File: config.mk
export PLATFORM = sky130hd
export DESIGN_NAME = sar_logic_param
export DESIGN_NICKNAME = d
export VERILOG_FILES = /design/src/rtl/sar_logic_param.sv
export SDC_FILE = /design/constraint.sdc
export NUM_CORES = 1
export LEC_CHECK = 0
export BUFFER_PORTS_ARGS = -buffer_cell sky130_fd_sc_hd__buf_2
export CAP_MARGIN = 20
export CORE_MARGIN = 2
export CORE_UTILIZATION = 55
export DETAILED_ROUTE_END_ITERATION = 7
export PLACE_DENSITY = 0.77
export SYNTH_ARGS = -nofsm -noshare
export SYNTH_HDL_FRONTEND = slang
export SYNTH_SLANG_ARGS = --single-unit
File: constraint.sdc
create_clock -name clk -period 5.2 [get_ports clk]
set_clock_uncertainty 0.1 [all_clocks]
set_input_delay 0.78 -clock clk [delete_from_list [all_inputs] [get_ports clk]]
set_output_delay 0.78 -clock clk [all_outputs]
set_load 0.02 [all_outputs]
File: src/rtl/sar_logic_param.sv
// Parametrised SAR ADC controller: sequences sampling, comparator strobes and the
// CDAC binary search, then publishes the result with a one-cycle end-of-conversion.
module sar_logic_param #(
  parameter int WIDTH         = 8,
  parameter int SAMPLE_CYCLES = 2,
  parameter int CMP_WAIT      = 0
) (
  input  logic             clk,
  input  logic             rst,
  input  logic             cnvst,
  input  logic             cont,
  input  logic             abort,
  input  logic             cmp_out,
  output logic             s_clk,
  output logic             cmp_clk,
  output logic [WIDTH-1:0] dac_ctrl,
  output logic             busy,
  output logic [WIDTH-1:0] dout,
  output logic             eoc
);

  localparam int BW = $clog2(WIDTH);
  localparam int SW = (SAMPLE_CYCLES > 1) ? $clog2(SAMPLE_CYCLES) : 1;

  localparam logic [WIDTH-1:0] MID    = {1'b1, {(WIDTH-1){1'b0}}};
  localparam logic [BW-1:0]    B_TOP  = BW'(WIDTH - 1);
  localparam logic [SW-1:0]    S_LOAD = SW'(SAMPLE_CYCLES - 1);
  localparam logic [3:0]       W_LOAD = 4'((CMP_WAIT > 0) ? (CMP_WAIT - 1) : 0);

  typedef enum logic [2:0] {
    IDLE    = 3'd0,
    SAMPLE  = 3'd1,
    COMPARE = 3'd2,
    WAIT    = 3'd3,
    DECIDE  = 3'd4,
    DONE    = 3'd5
  } state_t;

  state_t           state_r;
  state_t           state_s;
  logic [WIDTH-1:0] trial_r;
  logic [WIDTH-1:0] dout_r;
  logic [BW-1:0]    b_r;
  logic [SW-1:0]    scnt_r;
  logic [3:0]       wcnt_r;
  logic             s_clk_r;
  logic             cmp_clk_r;
  logic             busy_r;
  logic             eoc_r;

  // Resolve the trial bit under test with the comparator verdict and arm the next one.
  function automatic logic [WIDTH-1:0] decide_code(
    input logic [WIDTH-1:0] code,
    input logic [BW-1:0]    bit_idx,
    input logic             cmp
  );
    logic [WIDTH-1:0] res;
    res = code;
    for (int i = 0; i < WIDTH; i++) begin
      if (i == int'(bit_idx)) begin
        res[i] = cmp;
      end else if ((bit_idx != {BW{1'b0}}) && (i == int'(bit_idx) - 1)) begin
        res[i] = 1'b1;
      end else begin
        res[i] = code[i];
      end
    end
    return res;
  endfunction

  assign s_clk    = s_clk_r;
  assign cmp_clk  = cmp_clk_r;
  assign busy     = busy_r;
  assign eoc      = eoc_r;
  assign dac_ctrl = trial_r;
  assign dout     = dout_r;

  // Next-state selection; abort overrides every other transition.
  always_comb begin
    state_s = state_r;
    if (abort) begin
      state_s = IDLE;
    end else begin
      case (state_r)
        IDLE: begin
          if (cnvst) state_s = SAMPLE;
          else       state_s = IDLE;
        end
        SAMPLE: begin
          if (scnt_r == {SW{1'b0}}) state_s = COMPARE;
          else                      state_s = SAMPLE;
        end
        COMPARE: begin
          if (CMP_WAIT == 0) state_s = DECIDE;
          else               state_s = WAIT;
        end
        WAIT: begin
          if (wcnt_r == 4'd0) state_s = DECIDE;
          else                state_s = WAIT;
        end
        DECIDE: begin
          if (b_r == {BW{1'b0}}) state_s = DONE;
          else                   state_s = COMPARE;
        end
        DONE: begin
          if (cont) state_s = SAMPLE;
          else      state_s = IDLE;
        end
        default: state_s = IDLE;
      endcase
    end
  end

  // State, counters, trial/result registers and registered Moore output flags.
  always_ff @(posedge clk or posedge rst) begin
    if (rst) begin
      state_r   <= IDLE;
      trial_r   <= MID;
      dout_r    <= {WIDTH{1'b0}};
      b_r       <= B_TOP;
      scnt_r    <= {SW{1'b0}};
      wcnt_r    <= 4'd0;
      s_clk_r   <= 1'b0;
      cmp_clk_r <= 1'b0;
      busy_r    <= 1'b0;
      eoc_r     <= 1'b0;
    end else begin
      state_r   <= state_s;
      s_clk_r   <= (state_s == SAMPLE);
      cmp_clk_r <= (state_s == COMPARE);
      busy_r    <= (state_s != IDLE);
      eoc_r     <= (state_s == DONE);
      if (abort) begin
        trial_r <= MID;
        b_r     <= B_TOP;
      end else begin
        case (state_r)
          IDLE: begin
            trial_r <= MID;
            if (cnvst) begin
              scnt_r <= S_LOAD;
              b_r    <= B_TOP;
            end
          end
          SAMPLE: begin
            if (scnt_r != {SW{1'b0}}) scnt_r <= scnt_r - SW'(1);
          end
          COMPARE: begin
            if (CMP_WAIT != 0) wcnt_r <= W_LOAD;
          end
          WAIT: begin
            if (wcnt_r != 4'd0) wcnt_r <= wcnt_r - 4'd1;
          end
          DECIDE: begin
            trial_r <= decide_code(trial_r, b_r, cmp_out);
            if (b_r != {BW{1'b0}}) begin
              b_r <= b_r - BW'(1);
            end else begin
              dout_r <= decide_code(trial_r, b_r, cmp_out);
            end
          end
          DONE: begin
            trial_r <= MID;
            if (cont) begin
              b_r    <= B_TOP;
              scnt_r <= S_LOAD;
            end
          end
          default: begin
            trial_r <= MID;
            b_r     <= B_TOP;
          end
        endcase
      end
    end
  end

endmodule

# After elaboration in Yosys (flattened, before gate mapping)
# Index checks and enable logic that the tools add are counted.
word_totals:
  elab_cells: 100
  mem_count: 0
  ff_bits: 31
  rom_bits: 0
  mem_bits_rw: 0
  out_inout_bits: 20
  latch_bits: 0
  input_bits: 6
op_classes:
  mul: 0
  n_lt_le_gt_ge: 0
  mux: 34
  n_shift: 0
  reduce_logical: 22
  bitwise: 2
  n_eq_ne: 28
  addsub: 4
  div: 0
op_table:
  columns: ["op", "count"]
  rows:
  - ["logical NOT 32 bit", 1]
  - ["two-way mux 1 bit", 21]
  - ["two-way mux 3 bit", 7]
  - ["one-hot mux 3 bit (6 select lines)", 1]
  - ["equality test 4 bit, first input constant", 4]
  - ["one-hot mux 8 bit (2 select lines)", 1]
  - ["equality test 3 bit, first input constant", 4]
  - ["one-hot mux 3 bit (4 select lines)", 1]
  - ["equality test 3 x 2 -> 1 bit, second input constant", 3]
  - ["equality test 3 bit, second input constant", 3]
  - ["logical NOT 3 bit", 3]
  - ["inequality test 3 bit, second input constant", 3]
  - ["nonzero test 3 bit", 3]
  - ["equality test 3 x 4 -> 1 bit, first input constant", 2]
  - ["logical AND 1 bit", 8]
  - ["two-way mux 8 bit", 1]
  - ["AND reduction 4 bit", 2]
  - ["equality test 2 x 3 -> 1 bit, first input constant", 2]
  - ["equality test 3 x 1 -> 1 bit, second input constant", 2]
  - ["AND reduction 3 bit", 2]
  - ["equality test 2 x 4 -> 1 bit, first input constant", 1]
  - ["logical NOT 4 bit", 1]
  - ["inequality test 2 bit, second input constant", 2]
  - ["nonzero test 4 bit", 1]
  - ["other kinds (10)", 11]

# Depth between registers and ports, before layout
# Gate-level depths: netlist (run 1).
logic_depth:
  word_depth: 7
  ltp_mapped: 7
  ltp_nobuf: 7

# Worst setup path after synthesis (run 1)
# No wires, ideal clock.
synth_path:
  path_kind: "input port to flip-flop"
  start: "input port abort"
  end: "register dout_r[4], in the netlist dout[4]"
  slack_ps: 3158
  n_path_buf: 1
  setup_time_ps: 125
  stages: 5
  arrival_time_ps: 1817
  required_time_ps: 4975
  path_cell_list: "buf_4 nor4b_4 nand2_2 inv_2 mux2_2"
synth_via:
  elab_chain_cells: 2
synth_lines:
  columns: ["item", "line_no", "source"]
  rows:
  - ["start: declaration", "12", "input logic abort,"]
  - ["inverter 1 bit (no source line)", null, null]
  - ["AND reduction 3 bit (no source line)", null, null]
  - ["end signal: assignment", "119", "dout_r <= {WIDTH{1'b0}};"]
  - ["end signal: assignment", "159", "dout_r <= decide_code(trial_r, b_r, cmp_out);"]
  - ["end: declaration", "42", "logic [WIDTH-1:0] dout_r;"]
# Every way passes these cells.
# A chain may end at the register's enable or synchronous reset.

# Final worst setup path (run 1)
layout_path:
  start: "register b_r[0]"
  end: "register dout_r[4], in the netlist dout[4]"
layout_via:
  elab_chain_cells: 5
  word_cells_on_any_way: 9
  classes_between: "1 x add/sub; 2 x eq/ne; 2 x mux; 1 x bitwise; 3 x reduce/logical"
layout_lines:
  columns: ["item", "line_no", "source"]
  rows:
  - ["start: declaration", "43", "logic [BW-1:0] b_r;"]
  - ["start signal: assignment", "157", "b_r <= b_r - BW'(1);"]
  - ["subtractor 3 x 1 -> 4 bit", "62", "end else if ((bit_idx != {BW{1'b0}}) && (i == int'(bit_idx) - 1)) begin"]
  - ["equality test 4 bit", "62", null]
  - ["logical AND 1 bit", "62", null]
  - ["two-way mux 1 bit", "62", null]
  - ["two-way mux 1 bit", null, null]
# Parallel ways exist; a longest one is shown, timed or not.

==> flow_summary.toml, run 1 <==
[run_status]
outcome = "finished, final reports clean"

[yosys]
synth_nets = 186
ys_seq_elements = 31
async_flop_share_pct = 100.0
synth_ff_type = "dfrtp_1"
synthTopCellsByCount = "dfrtp_1 (27), nand2_1 (16), inv_1 (13), nor2_1 (12), o21ai_0 (12)"
synthAdderAreaFrac_pct = 4.373
yosys_warnings = 0
avgSynthCellArea_um2 = 9.866
synth-compound-area-share_pct = 21.21
synth_simple_gate_area_share_pct = 17.86
synthMuxAreaShare_pct = 2.624
syn_inst = 174
yosysSeqAreaShare_pct = 45.48
synth_top_family_by_area = "compound AO/OA/AOI/OAI gates"
yosysMostFrequentCell = "dfrtp_1"
synth.cell_area_um2 = 1717
yosysTopAreaCell = "dfrtp_1"
synthXorXnorAreaFrac_pct = 1.531
synth_edf_count = 0
synth_area_leaders = "dfrtp_1 (39%), dfstp_2 (6.1%), ha_1 (4.4%)"
ys_types = 48
synth_top_cell_area_share_pct = 39.36

[grt]
met1_usage_pct = 29.57
grt_pass1_vias = 1338
grt_busiest_layer = "met2"
grt_util_all_layers_pct = 22.52
grt-ovfl-total = 0
met2_usage_pct = 35.40
antenna_found_initial = 0
grt_pass1_wl_mm = 6.009
met3_usage_pct = 4.113
grt_max_degree = 22

[timing]
hold_viol_final = 0
tightest_slew_ns = 0.6467
fmax_mhz = 446.5
setup_violations = 0
max_slew_margin_pct = 56.49
rsz0062_at_grt = "false"
fin_crit_sh_pct = 43.07
period_needed_ns = 2.240
setup_tns_ns = 0
slew_violations = 0

[layout]
diodes = 0
layout.cells.non_filler = 231
fill_cells = 255
drive_gt1_share_pct = 27.78
syn_to_final_growth_pct = 12.46
fin_area_um2 = 1931
nNetsFinal = 209

[floorplanning]
ioPinCount = 26
num_rows = 20
die_h_um = 59.87
die-width_um = 59.87
core_um2 = 3003
initial_core_util_pct = 57.17
die_area_um2 = 3584

[drt]
drc_errors = 0
antenna_left = 0
finalWirelength_mm = 3.642
viasPerCell = 5.918
drtIter0Drc = 60
vias = 1367
routedWlPerCell_um = 15.77
first_pass_iters = 4

[clock_network]
postCtsSetupRepairBufs = 0
cts_sinks = 31
post_cts_resized = 0
cts_buffer_depth = 2
path_clk_slew_ns = 0.10
cts_tree = "yes"
insertion_delay_ns = 0.33
hold_buffers = 0
clockRootBuffer = "clkbuf_4"
cts_buffers = 5
htreeDepth = 2

[placed_design]
gp_congestion = 0.9006
io_buffers = 25
post-dp-hpwl_mm = 2.706
placed_area_um2 = 1844
placed_cells = 223

[setup_path]
end_kind = "register"
critical_path.max_fanout = 11
cp.arrival_ns = 2.41
reg2reg_to = "dout[4]$_DFFE_PP0P_"
rr_worst_depth = 5
crit_path_start_kind = "register"
rrSetupSlack_ns = 2.96
cp.required_ns = 5.37
path_class = "reg2reg"
worstReg2RegStart = "b_r[0]$_DFFE_PP1P_"

[power_and_ir_drop]
leakage_nw = 1.010
power.total_uw = 546.8
irDropWorstVdd_v = 0.0001282
p_per_area_nw_per_um2 = 283.2

[flow_run]
maxCapViolCount = 0

[worst_hold_path]
hold_path_class = "in2async"
==> state kept, by name (all words and copies together), names as in the netlist, 3 cells and up <==
| register | count |
|---|---|
| dac_ctrl | 8 |
| wcnt_r | 4 |
| dout | 8 |
| state_r | 3 |
| b_r | 3 |
==> worst max-delay path: stages, from the launching register on <==
cell and delay (ns):
dfstp_2 0.57, inv_1 0.10, ha_1 0.34, nor4_1 0.63
a221o_1 0.30, mux2_2 0.15
==> where the power goes <==
| part | switching, mW | total [mW] | internal (mW) |
|---|---|---|---|
| sequential | 0.00995 | 0.262 | 0.252 |
| clock | 0.0820 | 0.196 | 0.114 |
| combinational | 0.0538 | 0.0891 | 0.0354 |
| total | 0.146 | 0.547 | 0.401 |
==> layout make-up <==
class                   instances  area, um2  area share (%)
inverters                      14      52.55           2.722
flip-flops and latches         31      780.7           40.44
clock inverters                 2      35.03           1.815
well taps                      33      41.29           2.139
clock buffers                   6      51.30           2.657
repair buffers                 26      152.6           7.907
multi-input cells             119      817.0           42.32
==> how the worst max path moves through the flow <==
stage          slack, ns                 endpoint          startpoint
2_1_floorplan       3.16      dout[4]$_DFFE_PP0P_               abort
3_5_place_dp        2.97      dout[6]$_DFFE_PP0P_               abort
3_3_place_gp        3.03      dout[5]$_DFFE_PP0P_               abort
4_1_cts             3.02      dout[6]$_DFFE_PP0P_  b_r[0]$_DFFE_PP1P_
5_1_grt             2.87  dac_ctrl[1]$_DFFE_PP0N_  b_r[0]$_DFFE_PP1P_
6_report            2.96      dout[4]$_DFFE_PP0P_  b_r[0]$_DFFE_PP1P_
==> through the flow <==
step	hold WS (ns)	util, %	setup slack [ns]
2_1_floorplan	0.3347	-	3.158
3_3_place_gp	0.3498	60.50	3.033
3_5_place_dp	0.3624	61.42	2.971
4_1_cts	0.3781	64.29	3.017
5_1_grt	0.4017	64.29	2.869
6_report	0.3695	64.29	2.960
==> cells by family (layout without fill, tap and decap cells) <==
family,after synthesis,count (layout)
flip-flops,31,31
AND/OR/NAND/NOR,56,56
XOR/XNOR,3,3
multiplexers,4,4
buffers and inverters,24,48
adder cells (fa/ha/maj),6,6
AO/OA/AOI/OAI,50,50
==> layer usage <==
| layer | part of all wire [%] | up-vias |
|---|---|---|
| met3 | 4.8 | 8 |
| met1 | 45 | 639 |
| met5 | 0 | - |
| li1 | - | 665 |
| met4 | 1.8 | 0 |
| met2 | 48 | 55 |
==> cell usage in the layout (no fill, tap or decap), types with 2 or more instances in the layout <==
| cell | n |
|---|---|
| nand2_1 | 16 |
| a22oi_1 | 2 |
| a31o_2 | 3 |
| and2b_2 | 2 |
| a221o_1 | 3 |
| o22ai_1 | 2 |
| a21o_1 | 4 |
| nor2_1 | 12 |
| o21a_1 | 2 |
| inv_1 | 13 |
| nor2b_1 | 3 |
| and2_0 | 2 |
| nor4_1 | 3 |
| ha_1 | 6 |
| a21oi_1 | 6 |
| clkbuf_4 | 5 |
| o21ai_0 | 12 |
| a22o_1 | 3 |
| nand2b_1 | 3 |
| dfrtp_1 | 27 |
| nand3_1 | 5 |
| mux2_2 | 4 |
| buf_2 | 25 |
| dfstp_2 | 4 |
| a211o_1 | 2 |
| xor2_1 | 2 |
| a32o_1 | 4 |
No activity file was read; power rests on OpenSTA's default activity.
==> run 2: changes to the inputs <==
--- a/config.mk
+++ b/config.mk
@@ -8,9 +8,9 @@
 export BUFFER_PORTS_ARGS = -buffer_cell sky130_fd_sc_hd__buf_2
 export CAP_MARGIN = 20
 export CORE_MARGIN = 2
-export CORE_UTILIZATION = 55
+export CORE_UTILIZATION = 50
 export DETAILED_ROUTE_END_ITERATION = 7
-export PLACE_DENSITY = 0.77
+export PLACE_DENSITY = 0.74
 export SYNTH_ARGS = -nofsm -noshare
 export SYNTH_HDL_FRONTEND = slang
 export SYNTH_SLANG_ARGS = --single-unit
==> constraint.sdc (replaced) <==
create_clock -name clk -period 2 [get_ports clk]
set_clock_uncertainty 0.1 [all_clocks]
set_input_delay 0.3 -clock clk [delete_from_list [all_inputs] [get_ports clk]]
set_output_delay 0.3 -clock clk [all_outputs]
set_load 0.02 [all_outputs]
==> run 2 against run 1 <==
  * Highest routed layer unchanged
  * Sequential power grew to 2.6 times the previous value
  * Core utilization is 4.2 points lower
  * Design area is 3.1% higher
  * Combinational power grew to 2.7 times the previous value
  * Critical path type unchanged
==> flow_summary.toml, run 2 (same netlist as run 1, synthesis figures left out) <==
[placed_design]
post-dp-hpwl_mm = 2.723
gp_congestion = 0.8469
io_buffers = 25
placed_cells = 245

[drt]
top_layer = "met4"
drt-met1-wl_mm = 1.717
met3WireLength_um = 142
drtIter0Drc = 55
route.met2.wl_mm = 1.818
first_pass_iters = 4
antenna_left = 0
drc_errors = 0
routedWlPerCell_um = 14.71
viasPerCell = 5.502
finalWirelength_mm = 3.750
vias = 1403

[layout]
final_common_cell = "dfrtp_1"
drive_gt1_share_pct = 32.06
diodes = 0
syn_to_final_growth_pct = 15.96
final_cell_mix = "dfrtp_1 (27), buf_2 (25), nand2_1 (16)"
nNetsFinal = 220
layout.cells.non_filler = 255
final_util_pct = 60.13

[setup_path]
path_class = "reg2reg"
cp.arrival_ns = 2.07
crit_slowest_cell = "dfstp_2"
reg2reg_to = "dout[5]$_DFFE_PP0P_"
crit_chain = "inv_1 > ha_2 > inv_1 > nor4_1 > buf_4 > a221o_1 > mux2_2"
cp.required_ns = 2.12
rrSetupSlack_ns = 0.05
worstReg2RegStart = "b_r[0]$_DFFE_PP1P_"
critical_path.max_fanout = 5
rr_worst_depth = 7
cpMostUsedCell = "inv_1"
crit_path_start_kind = "register"
end_kind = "register"
slowest_delay_ns = 0.55

[clock_network]
cts_tree = "yes"
cts_buffers = 5
path_clk_slew_ns = 0.09
clockRootBuffer = "clkbuf_4"
insertion_delay_ns = 0.34
cts_buffer_depth = 2
htreeDepth = 2
cts_sinks = 31

[timing]
slew_violations = 0
period_needed_ns = 1.951
fin_crit_sh_pct = 97.53
tightest_slew_ns = 0.4524
hold_viol_final = 0
hold_slack_ns = 0.1194
setup_violations = 0
fmax_mhz = 512.7
max_slew_margin_pct = 69.78
setup_tns_ns = 0

[power_and_ir_drop]
internal_power_uw = 922.9
irDropWorstVdd_v = 0.0003465
leakage_nw = 1.035
swShare_pct = 29.39
power.share.combinational_pct = 18.7
clockPowerShare_pct = 29.3
p_per_area_nw_per_um2 = 656.6
power.total_mw = 1.307
switchingPower_uw = 384.2
power_frac_seq_pct = 52.0

[grt]
grt_pass1_wl_mm = 6.582
grt_util_all_layers_pct = 21.39
grt-ovfl-total = 0
grt_pass1_vias = 1395
grt_max_degree = 32
antenna_found_initial = 0

[worst_hold_path]
hold_path_class = "in2reg"
hp-start = "cmp_out"
hold_end = "dout[0]$_DFFE_PP0P_"
hold-path-cell-count = 3

[floorplanning]
die_h_um = 62.60
core_um2 = 3311
initial_core_util_pct = 51.85
die-width_um = 62.60
num_rows = 21
die_area_um2 = 3918
ioPinCount = 26

[flow_run]
maxCapViolCount = 0

[run_status]
outcome = "finished, final reports clean"
run 2: routing by layer:
layer	vias to the layer above	GRT usage [%]
met1	690	28.05
li1	682	-
met3	7	5.766
met2	24	34.27
met4	0	7.500
met5	-	0
run 2: worst max-delay path, delay by kind of cell (launching register included):
family	cells	cell delay, ns
mux	1	0.26
flops	1	0.55
compound gates	1	0.36
buf+inv	3	0.30
fa+ha+maj	1	0.21
simple gates	1	0.05
run 2: cell type report:
cell class	instances	area [um2]
clock buffer	7	55.05
inverter	14	52.55
clock inverter	1	5.005
fill	314	1320
tap	46	57.56
sequential	31	780.7
timing repair buffer	37	217.7
multi-input combinational	119	822.0
run 2: stage by stage:
stage               worst slack (ns)  cell area, um2
finish                       0.04947            1991
floorplan                    0.04567            1717
CTS                          0.02043            1986
detailed placement          0.009562            1908
global route              -0.0009799            1991
global placement             0.07365            1908
run 2: how the worst max path moves through the flow:
| stage | from | to |
|---|---|---|
| final | b_r[0]$_DFFE_PP1P_ | dout[5]$_DFFE_PP0P_ |
| after global routing | b_r[0]$_DFFE_PP1P_ | dout[4]$_DFFE_PP0P_ |
| after CTS | b_r[1]$_DFFE_PP1P_ | dout[5]$_DFFE_PP0P_ |
| after detailed placement | b_r[0]$_DFFE_PP1P_ | busy$_DFF_PP0_ |
| after global placement | b_r[0]$_DFFE_PP1P_ | dout[5]$_DFFE_PP0P_ |
| after floorplan | b_r[0]$_DFFE_PP1P_ | dout[4]$_DFFE_PP0P_ |
run 2: power groups by stage:
stage	clock (mW)	combinational (mW)	sequential, mW
after global routing	0.428	0.270	0.684
final	0.383	0.244	0.680
after floorplan	0	0.175	0.693
after global placement	0	0.216	0.692
after CTS	0.393	0.241	0.677
after detailed placement	0	0.225	0.694
run 2: what timing repair did:
item,4_1_cts,5_1_grt
endpoints found under the setup margin,1,11
setup buffers,1,0
hold endpoints to repair,27,0
cloned,0,0
hold buffers,1,0
gates resized for setup,0,3
==> run 3: changes to the inputs <==
--- a/config.mk
+++ b/config.mk
@@ -7,6 +7,7 @@
 export LEC_CHECK = 0
 export BUFFER_PORTS_ARGS = -buffer_cell sky130_fd_sc_hd__buf_2
 export CAP_MARGIN = 20
+export CORE_ASPECT_RATIO = 0.7
 export CORE_MARGIN = 2
 export CORE_UTILIZATION = 50
 export DETAILED_ROUTE_END_ITERATION = 7
==> run 3 against run 2 <==
  * Design area is 2.7% higher
  * Die area is 0.19% higher
  * Maximum frequency is 0.75% higher
  * Sequential share of layout area is 1.0 points lower
  * Critical path type unchanged
  * Largest power group unchanged
==> flow_summary.toml, run 3 (same netlist as run 1, synthesis figures left out) <==
[setup_path]
crit_end = "dout[4]$_DFFE_PP0P_"
end_kind = "register"
worstReg2RegStart = "b_r[0]$_DFFE_PP1P_"
rrSetupSlack_ns = 0.06
path_class = "reg2reg"
critical_path.max_fanout = 5
crit_path_start_kind = "register"
cp.arrival_ns = 2.00
cp.required_ns = 2.07
cp-startpoint = "b_r[0]$_DFFE_PP1P_"
reg2reg_to = "dout[4]$_DFFE_PP0P_"
rr_worst_depth = 7

[layout]
fill_cells = 265
final_common_cell = "dfrtp_1"
drive_gt1_share_pct = 33.17
syn_to_final_growth_pct = 19.10
final_util_pct = 63.65
nNetsFinal = 219
register_area_um2 = 780.7
multi_input_area_um2 = 824.5
final_cell_mix = "dfrtp_1 (27), buf_2 (25), nand2_1 (16)"
diodes = 0

[grt]
antenna_found_initial = 0
grt_pass1_wl_mm = 6.437
grt_max_degree = 32
grt-ovfl-total = 0
grt_pass1_vias = 1384
grt_util_all_layers_pct = 22.16

[clock_network]
postCtsSetupRepairBufs = 0
htreeDepth = 2
clockRootBuffer = "clkbuf_8"
insertion_delay_ns = 0.29
cts_buffer_depth = 2
cts_buffers = 5
cts_sinks = 31
path_clk_slew_ns = 0.07
cts_tree = "yes"

[power_and_ir_drop]
irDropWorstVdd_v = 0.0005311
p_per_area_nw_per_um2 = 764.1
internal_power_mw = 1.153
clockPowerShare_pct = 41.1
swShare_pct = 26.21
power_frac_seq_pct = 43.6
switchingPower_uw = 409.5
leakage_nw = 1.054
power.share.combinational_pct = 15.3

[timing]
setup_ws_ns = 0.06396
rsz0062_at_grt = "false"
setup_violations = 0
hold_viol_final = 0
period_needed_ns = 1.936
max_slew_margin_pct = 69.18
fmax_mhz = 516.5
fin_crit_sh_pct = 96.80
tightest_slew_ns = 0.4606
slew_violations = 0

[drt]
finalWirelength_mm = 3.820
first_pass_iters = 4
vias = 1443
viasPerCell = 5.659
drtIter0Drc = 108
drc_errors = 0
antenna_left = 0
routedWlPerCell_um = 14.98

[floorplanning]
core_um2 = 3212
initial_core_util_pct = 53.45
die_area_um2 = 3926
num_rows = 17
ioPinCount = 26
die_h_um = 53.03
die-width_um = 74.04

[worst_hold_path]
hold_path_class = "in2reg"

[run_status]
outcome = "finished, final reports clean"

[placed_design]
dpl_worst_slack_ns = -0.008113
gp_congestion = 0.8884
post-dp-hpwl_mm = 2.746
io_buffers = 25

[flow_run]
maxCapViolCount = 0
==> run 3: cell types whose count changed in the layout (fill, tap and decap cells not counted), sizes merged <==
cell / previous run / this run
clkbuf: 7 / 6
buf: 36 / 35
bufinv: 0 / 1
==> run 3: worst max-delay path: stages (launching register included) <==
cell and delay, ns:
dfstp_2 0.56, inv_2 0.07, ha_2 0.18, inv_1 0.07, nor4_1 0.06, buf_4 0.16
a221o_1 0.34, mux2_2 0.27
==> run 3: timing repair <==
action	in CTS	in global routing
resized for setup	1	4
setup endpoints to repair	2	10
pin swaps	0	2
hold buffers	1	0
endpoints found under the hold margin	24	0
==> run 3: final cells by class <==
type / count / share of cell area (%)
clock inverter: 2 / 1.714
tap: 47 / 2.876
timing repair buffer: 36 / 10.28
multi-input combinational: 119 / 40.33
inverter: 14 / 2.570
clock buffer: 6 / 4.039
sequential: 31 / 38.19
==> run 3: per-stage QoR <==
| step | instances | hold slack, ns | power (mW) | TNS (ns) | cell area (um2) |
|---|---|---|---|---|---|
| after floorplan | 174 | 0.3005 | 0.8676 | 0 | 1717 |
| after detailed placement | 246 | 0.2968 | 0.9219 | -0.008113 | 1909 |
| after global routing | 255 | 0.2037 | 1.635 | 0 | 2044 |
| final | 255 | 0.1865 | 1.562 | 0 | 2044 |
| after global placement | 246 | 0.2862 | 0.9131 | 0 | 1909 |
| after CTS | 255 | 0.1907 | 1.567 | 0 | 2037 |
==> run 3: power groups by stage <==
stage	registers (mW)	clock network [mW]	logic, mW
6_report	0.682	0.642	0.239
5_1_grt	0.686	0.684	0.264
4_1_cts	0.681	0.653	0.233
3_5_place_dp	0.692	0	0.230
3_3_place_gp	0.690	0	0.224
2_1_floorplan	0.693	0	0.175
==> run 3: worst min path at each step <==
stage                     slack [ns]     from                     to  depth (start not counted)
after floorplan                 0.30      rst         busy$_DFF_PP0_                          1
after global placement          0.29      rst  wcnt_r[2]$_DFFE_PP0P_                          3
after detailed placement        0.30      rst    dout[0]$_DFFE_PP0P_                          3
after CTS                       0.19  cmp_out    dout[0]$_DFFE_PP0P_                          3
after global routing            0.20  cmp_out    dout[0]$_DFFE_PP0P_                          3
final                           0.19  cmp_out    dout[0]$_DFFE_PP0P_                          3
==> run 3: metal layers <==
layer | vias up | track usage (%) | routed length (um)
li1 | 688 | - | -
met1 | 680 | 30.91 | 1839
met2 | 68 | 31.55 | 1631
met3 | 7 | 6.476 | 300
met4 | 0 | 10.00 | 48
met5 | - | 0 | 0
